File: config.mk
export PLATFORM = sky130hd
export DESIGN_NAME = frame_reader
export DESIGN_NICKNAME = d
export VERILOG_FILES = /design/src/rtl/frame_reader.sv
export SDC_FILE = /design/constraint.sdc
export NUM_CORES = 1
export LEC_CHECK = 0
export ABC_AREA = 1
export BUFFER_PORTS_ARGS = -buffer_cell sky130_fd_sc_hd__buf_2
export CORE_MARGIN = 8
export CORE_UTILIZATION = 35
export DETAILED_ROUTE_END_ITERATION = 6
export PLACE_DENSITY = 0.57
export SYNTH_ARGS = -nofsm -noshare
export SYNTH_HDL_FRONTEND = slang
export SYNTH_SLANG_ARGS = --single-unit
File: constraint.sdc
create_clock -name clock -period 7.9 [get_ports clock]
set_clock_uncertainty 0.15 [all_clocks]
set_input_delay 0 -clock clock [delete_from_list [all_inputs] [get_ports clock]]
set_output_delay 0 -clock clock [all_outputs]
set_load 0.005 [all_outputs]
File: src/rtl/frame_reader.sv
// frame_reader: 640x480@60 scan generator that fetches 8-bit pixels from a
// 320x240 framebuffer and drives a registered, sync-aligned DAC stream.
// Default build shows the image 1:1 centred with BORDER_COLOR around it.
// Define FRAME_READER_DOUBLE_EN to show every framebuffer pixel as 2x2 over
// the full visible frame instead.
// Pipeline: counters (stage 0) -> read address (stage 1) -> memory
// (RD_LATENCY) -> color_out register. Sync and valid flags travel through a
// matching delay line so everything leaves the block on the same cycle.
module frame_reader #(
  parameter int         RD_LATENCY   = 2,
  parameter logic [7:0] BORDER_COLOR = 8'h00
) (
  input  logic        clock,
  input  logic        reset,
  output logic [16:0] addr_out_rd,
  output logic        rd_enable,
  input  logic [7:0]  color_in,
  output logic [7:0]  color_out,
  output logic        hsync,
  output logic        vsync,
  output logic        video_active,
  output logic        frame_done
);

  localparam int DL = RD_LATENCY + 1;

  localparam logic [9:0] H_VIS    = 10'd640;
  localparam logic [9:0] H_SYNC_S = 10'd656;
  localparam logic [9:0] H_SYNC_E = 10'd752;
  localparam logic [9:0] H_MAX    = 10'd799;
  localparam logic [9:0] V_VIS    = 10'd480;
  localparam logic [9:0] V_SYNC_S = 10'd490;
  localparam logic [9:0] V_SYNC_E = 10'd492;
  localparam logic [9:0] V_MAX    = 10'd524;

  logic [9:0]    h_count_q, h_count_d;
  logic [9:0]    v_count_q, v_count_d;
  logic          frame_done_q, frame_done_d;

  logic          vis_0, src_0, hs_0, vs_0;
  logic [8:0]    row_0, col_0;
  logic [16:0]   row_ext, addr_0;

  logic [16:0]   rd_addr_q, rd_addr_d;
  logic          rd_en_q, rd_en_d;

  logic [DL-1:0] vid_pipe_q, vid_pipe_d;
  logic [DL-1:0] src_pipe_q, src_pipe_d;
  logic [DL-1:0] hs_pipe_q, hs_pipe_d;
  logic [DL-1:0] vs_pipe_q, vs_pipe_d;

  logic [7:0]    color_q, color_d;
  logic          hsync_q, hsync_d;
  logic          vsync_q, vsync_d;
  logic          active_q, active_d;

  // Scan counters; frame_done is decoded from the next count so the pulse
  // lines up with the counters sitting at (0,480).
  always_comb begin
    h_count_d = h_count_q + 10'd1;
    v_count_d = v_count_q;
    if (h_count_q == H_MAX) begin
      h_count_d = '0;
      v_count_d = (v_count_q == V_MAX) ? '0 : v_count_q + 10'd1;
    end
    frame_done_d = (h_count_d == '0) && (v_count_d == V_VIS);
  end

  // Stage 0 decode: visibility, raw syncs, source window and read address.
  always_comb begin
    vis_0 = (h_count_q < H_VIS) && (v_count_q < V_VIS);
    hs_0  = !((h_count_q >= H_SYNC_S) && (h_count_q < H_SYNC_E));
    vs_0  = !((v_count_q >= V_SYNC_S) && (v_count_q < V_SYNC_E));
`ifdef FRAME_READER_DOUBLE_EN
    src_0 = vis_0;
    row_0 = v_count_q[9:1];
    col_0 = h_count_q[9:1];
`else
    // Window is 160..479 x 120..359; both bounds stay below 512, so the low
    // nine bits are enough for the offset subtraction inside the window.
    src_0 = (h_count_q >= 10'd160) && (h_count_q < 10'd480) &&
            (v_count_q >= 10'd120) && (v_count_q < 10'd360);
    row_0 = v_count_q[8:0] - 9'd120;
    col_0 = h_count_q[8:0] - 9'd160;
`endif
    // row*320 as two shifted copies; row <= 239 keeps this below 76800.
    row_ext = {8'd0, row_0};
    addr_0  = (row_ext << 8) + (row_ext << 6) + {8'd0, col_0};
  end

  // Stage 1 read request plus the flag delay line feeding the output stage.
  always_comb begin
    rd_en_d   = src_0;
    rd_addr_d = src_0 ? addr_0 : rd_addr_q;

    vid_pipe_d[0] = vis_0;
    src_pipe_d[0] = src_0;
    hs_pipe_d[0]  = hs_0;
    vs_pipe_d[0]  = vs_0;
    for (int i = 1; i < DL; i++) begin
      vid_pipe_d[i] = vid_pipe_q[i-1];
      src_pipe_d[i] = src_pipe_q[i-1];
      hs_pipe_d[i]  = hs_pipe_q[i-1];
      vs_pipe_d[i]  = vs_pipe_q[i-1];
    end
  end

  // Output stage: select blank, border or fetched pixel alongside its syncs.
  always_comb begin
    active_d = vid_pipe_q[DL-1];
    hsync_d  = hs_pipe_q[DL-1];
    vsync_d  = vs_pipe_q[DL-1];
    if (!vid_pipe_q[DL-1]) begin
      color_d = 8'h00;
    end else if (!src_pipe_q[DL-1]) begin
      color_d = BORDER_COLOR;
    end else begin
      color_d = color_in;
    end
  end

  // All state, synchronously reset; sync stages idle high.
  always_ff @(posedge clock) begin
    if (reset) begin
      h_count_q    <= '0;
      v_count_q    <= '0;
      frame_done_q <= 1'b0;
      rd_addr_q    <= '0;
      rd_en_q      <= 1'b0;
      vid_pipe_q   <= '0;
      src_pipe_q   <= '0;
      hs_pipe_q    <= '1;
      vs_pipe_q    <= '1;
      color_q      <= 8'h00;
      hsync_q      <= 1'b1;
      vsync_q      <= 1'b1;
      active_q     <= 1'b0;
    end else begin
      h_count_q    <= h_count_d;
      v_count_q    <= v_count_d;
      frame_done_q <= frame_done_d;
      rd_addr_q    <= rd_addr_d;
      rd_en_q      <= rd_en_d;
      vid_pipe_q   <= vid_pipe_d;
      src_pipe_q   <= src_pipe_d;
      hs_pipe_q    <= hs_pipe_d;
      vs_pipe_q    <= vs_pipe_d;
      color_q      <= color_d;
      hsync_q      <= hsync_d;
      vsync_q      <= vsync_d;
      active_q     <= active_d;
    end
  end

  assign addr_out_rd  = rd_addr_q;
  assign rd_enable    = rd_en_q;
  assign color_out    = color_q;
  assign hsync        = hsync_q;
  assign vsync        = vsync_q;
  assign video_active = active_q;
  assign frame_done   = frame_done_q;

endmodule

==> metrics <==
outcome=finished, final reports clean; fin util=41.8%; nets=557; sequential fraction of the synthesis area=37.0%; Num CTS Buffers=9; CTS Root Cell=clkbuf_8; largest net degree at the start of global routing=32; initial antenna violation count=0; die area=12800 um^2; Clock transition at path regs=0.08 ns; commonest non-fill, non-tap cell in the layout=nor2_1; Data arrival, critical path=3.09 ns; XOR/XNOR Fraction of Synth Area=3.45%; CP required=7.98 ns; fin crit share=38.2%; CTS Buffer Depth=2; Total Routing Usage GR=12.6%; Setup crit end kind=flip-flop; Post-CTS Setup Bufs=0; adder-cell area share of the yosys netlist=10.7%; PortBufs=39; Placed Area=3570 um^2; PD cells=152 nW/um^2; CP max-delay cell=fa_1; max-cap check violation count=0; Most common cell on crit path=nand2_1; Core Region=9200 um^2; site row count=35; VDD IR max=81.7 uV; r2r setup slk=4.88 ns; Compound-Gate Fraction of Synth Area=6.52%; cells along the critical path=nor2_1 -> inv_1 -> nand2_1 -> xor2_1 -> fa_1 -> fa_1 -> o21ai_0 -> nand4_1 -> nand2_1 -> nand2_1 -> a21oi_1 -> nor2_1; critical path type=flip-flop to flip-flop; total gr overflow=0; Final Hold Vio Count=0; Synth Flop Type=dfxtp_1; Hold WC Path Type=flip-flop to flip-flop; Synthesis Warnings=0; Final ANT Viol Nets=0; CTS tree=yes; Routed WL per cell=12.2 um; Fmax=331 MHz; largest family of logic cells by synthesized area=simple AND/OR/NAND/NOR gates; Slew Limit Headroom=54.5%; # DRC=0; P_sw=144 uW; diode count=0; Top Ports=40; final setup fails=0; Slew @ Worst Pin=0.682 ns; Starting Density=35.9%; dominant cell type by area after synthesis=dfxtp_1; Post-Synth Simple-Gate Area=33.0%; H-tree levels=3; share of the synthesized area in the top cell type=37.0%; most frequent cells in the layout=101 x nor2_1, 87 x nand2_1, 64 x inv_1, 61 x dfxtp_1, 39 x buf_2; WL final=7.78 mm; Setup TNS Final=0 ns; Clock Sinks=61; 1st-pass router iterations=4; Synth Net Count=510; die width=113 um; sequential power share=53.1%; Synth async-reset ratio=0%; minimum clock period=3.02 ns; clock share of power=44.0%; synthesized instance count=473; vias in the first global route=2839; FF+latch count, synth=61; layout cells sized above 1=13.7%; Max FO, Critical Path=8; DR vias/cell=4.71; Vias=2993; Final Power=586 uW; first-pass GRT wire length=13.2 mm; Combinational Power Share=2.9%; Initial DRC Count=160; fin area=3850 um^2; RSZ-0062 raised after global routing=false; internal power=442 uW; Area Overhead vs Synth=16.6%; mux share of post-synthesis cell area=0%; mapped cell area=3300 um^2; synthesized area per cell=6.98 um^2; Placer Congestion=0.932; EDFF count, synth=0; Chip Height=113 um; Final Slew Violations=0; Worst path max stage delay=0.49 ns; Pleak=1.86 nW; largest cells by area after synthesis=dfxtp_1 37%, nor2_1 11%, nand2_1 9.9%; Startpoint Class=flip-flop; HPWL Detailed=5.89 mm; worst skew pair latency=0.34 ns; Cell variety after synth=30; switching share of power=24.6%
[Yosys cell counts (5+ instances only)]
library cell	n
ha_1	25
or2_2	6
nand3_1	29
xor2_1	11
nand2_2	5
buf_2	5
nand2_1	87
nor3_1	9
a21oi_1	13
dfxtp_1	61
o21ai_0	19
nor2_1	101
inv_1	64
nand4_1	12
clkbuf_1	6
[power groups by stage]
stage	combinational [mW]	clock, mW	sequential [mW]
finish	0.0169	0.258	0.311
global route	0.0196	0.284	0.311
CTS	0.0171	0.270	0.311
detailed placement	0.0137	0	0.318
global placement	0.0135	0	0.318
floorplan	0.00902	0	0.318
[final cells by class]
class	instances	area, um^2
multi-input combinational	334	1770
clock inverter	6	45.0
sequential	61	1220
clock buffer	10	138
fill	988	5350
inverter	66	249
timing repair buffer	48	285
tap	111	139
[metrics by stage]
stage               hold slack (ns)  cells  worst slack [ns]
floorplan                   -0.0674    473              5.15
CTS                           0.242    636              4.89
finish                        0.243    636              4.88
global route                  0.267    636              4.56
detailed placement           0.0681    611              4.91
global placement             0.0674    611              4.97
[flip-flops by register name, summed over array words and instances, names as in the netlist]
name and count:
h_count_q 10, src_pipe_q 3, vid_pipe_q 3, color_out 8, hs_pipe_q 3, v_count_q 10
vsync 1, hsync 1, addr_out_rd 17, frame_done 1, video_active 1, vs_pipe_q 3
[layer usage]
layer	track usage [%]	vias to the layer above	wire length [um]
met3	3.35	11	450
li1	-	1578	-
met4	5.15	0	127
met1	15.4	1344	3760
met5	0	-	0
met2	20.5	60	3440
[what timing repair did]
item	4_1_cts	5_1_grt
gates resized for setup	0	0
endpoints found under the setup margin	0	0
endpoints found under the hold margin	20	0
hold buffers	9	0
[path summary, 6_finish.rpt]
path,from,to,cells after the start
worst max-delay path,h_count_q[5]$_SDFF_PP0_,addr_out_rd[15]$_SDFFE_PP0P_,12
worst min-delay path,vid_pipe_q[0]$_SDFF_PP0_,vid_pipe_q[1]$_SDFF_PP0_,2
worst min register to register,vid_pipe_q[0]$_SDFF_PP0_,vid_pipe_q[1]$_SDFF_PP0_,2
worst max register to register,h_count_q[5]$_SDFF_PP0_,addr_out_rd[15]$_SDFFE_PP0P_,12
[worst max-delay path: cells and delay by family, from the launching register on]
kind / cells / cell delay [ns]
AOI/OAI and AO/OA: 2 / 0.48
xor gates and xnor gates: 1 / 0.18
adders and majority gates: 2 / 0.97
buffers and inverters: 1 / 0.11
DFF: 1 / 0.47
and+or+nand+nor: 6 / 0.56
[kinds of logic after synthesis]
logic type,Yosys count
buffers and inverters,78
adder cells (fa/ha/maj),27
XOR/XNOR,13
AO/OA/AOI/OAI,39
flip-flops,61
AND/OR/NAND/NOR,255
No activity file was read; power rests on OpenSTA's default activity.
